--- src/rtl/chess_pkg.sv ---
// Shared chess definitions: piece codes, board geometry and material values.
// Used by the move generators and board evaluators.
package chess_pkg;

  localparam int BOARD_WORDS = 64;

  localparam logic [7:0] EMPTY  = 8'd0;
  localparam logic [7:0] PAWN   = 8'd1;
  localparam logic [7:0] KNIGHT = 8'd2;
  localparam logic [7:0] BISHOP = 8'd3;
  localparam logic [7:0] ROOK   = 8'd4;
  localparam logic [7:0] QUEEN  = 8'd5;
  localparam logic [7:0] KING   = 8'd6;

  localparam logic signed [31:0] PAWN_VALUE   = 32'sd100;
  localparam logic signed [31:0] KNIGHT_VALUE = 32'sd320;
  localparam logic signed [31:0] BISHOP_VALUE = 32'sd330;
  localparam logic signed [31:0] ROOK_VALUE   = 32'sd500;
  localparam logic signed [31:0] QUEEN_VALUE  = 32'sd900;
  localparam logic signed [31:0] KING_VALUE   = 32'sd20000;

  localparam logic [3:0] REG_START      = 4'd0;
  localparam logic [3:0] REG_BASE       = 4'd1;
  localparam logic [3:0] REG_COUNT      = 4'd2;
  localparam logic [3:0] REG_MAXIMIZE   = 4'd3;
  localparam logic [3:0] REG_STATUS     = 4'd0;
  localparam logic [3:0] REG_BEST_IDX   = 4'd1;
  localparam logic [3:0] REG_BEST_SCORE = 4'd2;

  localparam logic [31:0]        BEST_IDX_NONE = 32'hFFFF_FFFF;
  localparam logic signed [31:0] SCORE_FLOOR   = 32'sh8000_0000;
  localparam logic signed [31:0] SCORE_CEIL    = 32'sh7FFF_FFFF;

  typedef enum logic [2:0] {
    ST_IDLE,
    ST_CLR_ACC,
    ST_RD,
    ST_WAIT_DATA,
    ST_CMP,
    ST_DONE
  } eval_state_t;

  // Magnitude picks the piece, sign picks the side; -128 has magnitude 128 and scores 0.
  function automatic logic signed [31:0] piece_value(input logic signed [7:0] code);
    logic [7:0]        mag;
    logic signed [31:0] v;
    mag = code[7] ? 8'(-code) : code;
    case (mag)
      PAWN:    v = PAWN_VALUE;
      KNIGHT:  v = KNIGHT_VALUE;
      BISHOP:  v = BISHOP_VALUE;
      ROOK:    v = ROOK_VALUE;
      QUEEN:   v = QUEEN_VALUE;
      KING:    v = KING_VALUE;
      default: v = 32'sd0;
    endcase
    return code[7] ? -v : v;
  endfunction

endpackage

--- src/rtl/piece_scorer.sv ---
// Combinational lookup from a signed piece code to its signed material value.
module piece_scorer
  import chess_pkg::*;
(
  input  logic [7:0]         i_piece,
  output logic signed [31:0] o_value
);

  assign o_value = piece_value(i_piece);

endmodule

--- src/rtl/board_eval.sv ---
// Scores a run of boards in SDRAM by material and reports the best board to the CPU.
// One SDRAM read outstanding at a time; the CPU slave never stalls.
module board_eval
  import chess_pkg::*;
#(
  parameter int MAX_BOARDS = 255
) (
  input  logic        clk,
  input  logic        rst_n,
  output logic        slave_waitrequest,
  input  logic [3:0]  slave_address,
  input  logic        slave_read,
  output logic [31:0] slave_readdata,
  input  logic        slave_write,
  input  logic [31:0] slave_writedata,
  input  logic        master_waitrequest,
  output logic [31:0] master_address,
  output logic        master_read,
  input  logic [31:0] master_readdata,
  input  logic        master_readdatavalid,
  output logic        master_write,
  output logic [31:0] master_writedata
);

  localparam int CW   = $clog2(MAX_BOARDS + 1);
  localparam int SQ_W = $clog2(BOARD_WORDS);
  localparam logic [SQ_W-1:0] LAST_SQ = SQ_W'(BOARD_WORDS - 1);

  // Handshake: a read is accepted on any clock edge where master_read is high and
  // master_waitrequest is low; its data returns later on a master_readdatavalid pulse.

  eval_state_t r_state, w_state_next;

  logic [31:0]        r_base;
  logic [CW-1:0]      r_count;
  logic               r_maximize;
  logic [31:0]        r_best_idx;
  logic signed [31:0] r_best_score;
  logic               r_done;
  logic [CW-1:0]      r_board;
  logic [SQ_W-1:0]    r_square;
  logic signed [31:0] r_acc;
  logic [31:0]        r_readdata;

  logic               w_busy;
  logic               w_start;
  logic [CW-1:0]      w_count_clamped;
  logic signed [31:0] w_piece_value;
  logic               w_better;
  logic [31:0]        w_rd_addr;
  logic               w_unused_rdata;

  assign w_busy  = !(r_state == ST_IDLE || r_state == ST_DONE);
  assign w_start = slave_write && (slave_address == REG_START) && !w_busy;
  assign w_count_clamped = (slave_writedata > 32'(MAX_BOARDS)) ? CW'(MAX_BOARDS)
                                                                 : slave_writedata[CW-1:0];
  assign w_better = r_maximize ? (r_acc > r_best_score) : (r_acc < r_best_score);
  assign w_rd_addr = r_base + 32'(r_board) * 32'(BOARD_WORDS * 4)
                   + {{(30 - SQ_W){1'b0}}, r_square, 2'b00};
  assign w_unused_rdata = ^master_readdata[31:8];

  piece_scorer u_piece_scorer (
    .i_piece (master_readdata[7:0]),
    .o_value (w_piece_value)
  );

  always_ff @(posedge clk) begin
    if (!rst_n) r_state <= ST_IDLE;
    else        r_state <= w_state_next;
  end

  always_comb begin
    w_state_next = r_state;
    case (r_state)
      ST_IDLE, ST_DONE: if (w_start) w_state_next = ST_CLR_ACC;
      ST_CLR_ACC:       w_state_next = (r_board == r_count) ? ST_DONE : ST_RD;
      ST_RD:            if (!master_waitrequest) w_state_next = ST_WAIT_DATA;
      ST_WAIT_DATA: begin
        if (master_readdatavalid) w_state_next = (r_square == LAST_SQ) ? ST_CMP : ST_RD;
      end
      ST_CMP:           w_state_next = ST_CLR_ACC;
      default:          w_state_next = ST_IDLE;
    endcase
  end

  always_ff @(posedge clk) begin
    if (!rst_n) begin
      r_base       <= '0;
      r_count      <= '0;
      r_maximize   <= 1'b1;
      r_best_idx   <= BEST_IDX_NONE;
      r_best_score <= SCORE_FLOOR;
      r_done       <= 1'b0;
      r_board      <= '0;
      r_square     <= '0;
      r_acc        <= '0;
      r_readdata   <= '0;
    end else begin
      if (slave_write && !w_busy) begin
        case (slave_address)
          REG_BASE:     r_base     <= slave_writedata;
          REG_COUNT:    r_count    <= w_count_clamped;
          REG_MAXIMIZE: r_maximize <= slave_writedata[0];
          default: ;
        endcase
      end

      if (w_start) begin
        r_done       <= 1'b0;
        r_best_idx   <= BEST_IDX_NONE;
        r_best_score <= r_maximize ? SCORE_FLOOR : SCORE_CEIL;
        r_board      <= '0;
        r_square     <= '0;
      end

      case (r_state)
        ST_CLR_ACC: begin
          r_acc <= '0;
          if (r_board == r_count) r_done <= 1'b1;
        end
        ST_WAIT_DATA: begin
          if (master_readdatavalid) begin
            r_acc <= r_acc + w_piece_value;
            if (r_square != LAST_SQ) r_square <= r_square + 1'b1;
          end
        end
        ST_CMP: begin
          // Strict compare keeps the earliest board on ties.
          if (w_better) begin
            r_best_score <= r_acc;
            r_best_idx   <= 32'(r_board);
          end
          r_board  <= r_board + 1'b1;
          r_square <= '0;
        end
        default: ;
      endcase

      if (slave_read) begin
        case (slave_address)
          REG_STATUS:     r_readdata <= {31'b0, r_done};
          REG_BEST_IDX:   r_readdata <= r_best_idx;
          REG_BEST_SCORE: r_readdata <= r_best_score;
          default:        r_readdata <= '0;
        endcase
      end
    end
  end

  assign slave_waitrequest = 1'b0;
  assign slave_readdata    = r_readdata;
  assign master_read       = (r_state == ST_RD);
  assign master_address    = (r_state == ST_RD) ? w_rd_addr : 32'd0;
  assign master_write      = 1'b0;
  assign master_writedata  = 32'd0;

endmodule

--- config.mk ---
export PLATFORM = sky130hd
export DESIGN_NAME = board_eval
export DESIGN_NICKNAME = d
export VERILOG_FILES = /design/src/rtl/chess_pkg.sv /design/src/rtl/piece_scorer.sv /design/src/rtl/board_eval.sv
export SDC_FILE = /design/constraint.sdc
export NUM_CORES = 1
export LEC_CHECK = 0
export CORE_UTILIZATION = 46
export CTS_BUF_LIST = sky130_fd_sc_hd__clkbuf_4
export DETAILED_ROUTE_END_ITERATION = 6
export GPL_TIMING_DRIVEN = 1
export PLACE_DENSITY = 0.7
export SETUP_SLACK_MARGIN = 0.4
export SLEW_MARGIN = 20
export SYNTH_ARGS = -nofsm -noshare
export SYNTH_HDL_FRONTEND = slang
export SYNTH_SLANG_ARGS = --single-unit
export TNS_END_PERCENT = 1
--- constraint.sdc ---
create_clock -name clk -period 8.2 [get_ports clk]
set_input_delay 2.05 -clock clk [delete_from_list [all_inputs] [get_ports clk]]
set_output_delay 2.05 -clock clk [all_outputs]
set_load 0.02 [all_outputs]
==> run_results.csv <==
group,metric,value,unit
setup_path,crit_path_top_delay_cell,"clkdlybuf4s50_1",
timing,fin_ws,1.47,ns
setup_path,cp_data_arrival_time,7.23,ns
finish,finalNetCount,1700,
yosys,ys_seq_elements,186,
yosys,ys_seq_area_share,32.9,%
drt,routed_wl,28.1,mm
yosys,synth_top_area_cell,"dfxtp_1",
drt,firstDrtPassIters,5,
yosys,yosysWarningCount,0,
timing,final_max_slew_viol_count,0,
setup_path,crit_path_end_kind,"register",
cts,cts_buffer_depth,2,
yosys,yosys-top-cells-area,"dfxtp_1, ha_1, a21oi_1, nor2_1, nand2_1",
cts,post_cts_buffers,0,
timing,worstMarginPinSlew,1.02,ns
pwr,p_leak,5.15,nW
timing,holdWs,0.465,ns
global_route,track_usage,22.3,%
setup_path,path_delay_family,"compound AO/OA/AOI/OAI gates",
placed_design,place_ws,0.903,ns
global_route,antenna_found_initial,1,
pwr,ir_worst_vdd,0.0890,mV
yosys,synth-edff-count,0,
drt,drcViolationCount,0,
global_route,grt_max_degree,90,
finish,syn_to_final_growth,13.6,%
yosys,async_reset_ff_share,0,%
setup_path,worstSetupPathType,"in2reg",
yosys,synth.distinct_cells,62,
cts,cts_resized,0,
yosys,syn_avg_cell_area,7.69,um2
drt,vias,10300,
cts,worstSkewPairLatency,0.59,ns
yosys,synth_common_cells,"nor2_1, dfxtp_1, a21oi_1",
worst_hold_path,hold_path_class,"reg2reg",
timing,fmax,149,MHz
global_route,grt_overflow,0,
cts,ctsHoldBuffers,0,
timing,final_hold_viol_count,0,
timing,period_share,82.1,%
cts,cts_tree,"built",
flow_run,drv_cap,0,
pwr,pwr-share-clk,27.3,%
setup_path,critPathRequiredTime,8.69,ns
timing,setup_viol,0,
timing,period_minus_slack,6.73,ns
drt,viasPerCell,5.51,
status,status,"finished, final reports clean",
finish,drive_gt1_share,4.45,%
setup_path,worstSetupStartpointType,"primary input",
die,initial_core_util,47.6,%
die,io_pins,173,
pwr,p_sw,0.665,mW
cts,clk_pin_slew,0.16,ns
drt,wl_per_cell,15.0,um
pwr,comb_power_share,20.2,%
cts,cts_buffers,17,
placed_design,port_buffers,114,
timing,rsz0062_at_grt,"no",
pwr,p_seq_share,52.5,%
placed_design,hpwl,20.1,mm
die,fp.dieArea,0.0252,mm2
die,rows,56,
yosys,yosysTopAreaCellShare,32.9,%
timing,clock_skew,0.0278,ns
pwr,p_per_area,152,mW/mm2
pwr,intPower,1.29,mW
die,core_area,0.0238,mm2
cts,clockRootBuffer,"clkbuf_4",
global_route,grt_pass1_wl,46.9,mm
drt,ant_nets,0,
drt,first_iter_violations,868,
yosys,ys.flop_type,"dfxtp_1",
setup_path,path_common_cell,"ha_1",
timing,maxSlewHeadroom,31.8,%
cts,cts_sinks,186,
yosys,netlist_area,0.0113,mm2
pwr,p_total,1.95,mW
placed_design,gp_congestion,0.880,
global_route,grt_pass1_vias,9234,
timing,tns,0,ns
setup_path,cp_max_fo,11,
finish,n_fill_cell,2218,
pwr,sw_frac_of_total,34.1,%
setup_path,cp_num_buf_inv,5,
cts,h-tree-depth,4,
yosys,synthMostInstantiatedCell,"nor2_1",
die,die_w,159,um
yosys,netlist_instances,1470,
die,fp.dieH,159,um
setup_path,slowest_delay,0.43,ns
[final timing paths]
path | from | endpoint | slack, ns | depth (start not counted)
setup / recovery | master_readdata[0] | r_acc[29] | 1.47 | 25
hold / removal | r_base[1] | r_base[1] | 0.46 | 2
setup reg to reg | r_best_score[19] | r_best_score[6] | 4.28 | 12
hold reg to reg | r_base[1] | r_base[1] | 0.46 | 2
[power groups by stage]
stage | clock, mW | sequential (mW) | combinational (mW)
finish | 0.533 | 1.02 | 0.393
global placement | 0 | 1.04 | 0.380
floorplan | 0 | 1.02 | 0.305
detailed placement | 0 | 1.04 | 0.389
global route | 0.579 | 1.03 | 0.440
CTS | 0.548 | 1.02 | 0.391
[area by class of cell]
type,instances,area [um2],area share (%)
inverters,54,205,1.60
diodes,1,2.50,0.0195
clock inverters,15,175,1.36
clock buffers,17,128,0.994
repair buffers,127,1240,9.65
well taps,319,399,3.11
multi-input cells,1151,6960,54.3
flip-flops and latches,186,3720,29.0
[registers in the layout, summed over array words and instances, names as in the netlist]
register        cells
r_best_score       32
r_count             8
r_base             32
r_board             8
slave_readdata     32
r_done              1
r_best_idx         32
r_maximize          1
r_square            6
r_acc              31
r_state             3
[cell usage in the layout (no fill, tap or decap), types with 31 or more instances in the layout]
master           synthesis  routed
nand2_1                151     150
conb_1                   1      34
a22oi_1                 48      48
ha_1                    87      87
xor2_1                  33      33
dfxtp_1                186     186
nor2_1                 209     208
a211oi_1                39      39
clkdlybuf4s50_1          0     114
inv_1                   54      53
o21ai_0                 78      78
a21oi_1                157     157
nor2b_1                 31      31
[cells by family after synthesis]
kind of cell | synth area share, %
flops | 32.9
mux | 0.853
fa+ha+maj | 9.99
xor+xnor | 4.73
compound gates | 23.1
other cells | 0.0332
simple gates | 21.6
buf+inv | 6.74
[layer usage]
| layer | GRT usage (%) | share of wire (%) | wire length, um | vias up |
|---|---|---|---|---|
| met3 | 2.59 | 4.0 | 1110 | 22 |
| met1 | 33.3 | 52 | 14500 | 4804 |
| met4 | 5.56 | 1.1 | 303 | 0 |
| li1 | - | - | - | 5246 |
| met5 | 0 | 0 | 0 | - |
| met2 | 33.5 | 43 | 12200 | 236 |
[metrics by stage]
stage | cells | instance area [um2] | utilization, %
finish | 1870 | 12800 | 54.0
global route | 1870 | 12800 | 54.0
CTS | 1869 | 12800 | 54.0
detailed placement | 1837 | 12500 | 52.7
global placement | 1837 | 12500 | 52.7
floorplan | 1503 | 11400 | -
[worst reg2reg max path, cell delays in order (launching register included)]
cell	delay, ns
dfxtp_1	0.42
inv_1	0.06
ha_1	0.33
a2111oi_0	0.44
o21ai_0	0.18
o2111ai_1	0.14
a21oi_1	0.13
nor3_1	0.31
mux2_4	0.35
nor2_4	0.72
buf_4	0.44
nor2_1	0.09
a211oi_1	0.21
(Power assumes the default switching activity.)
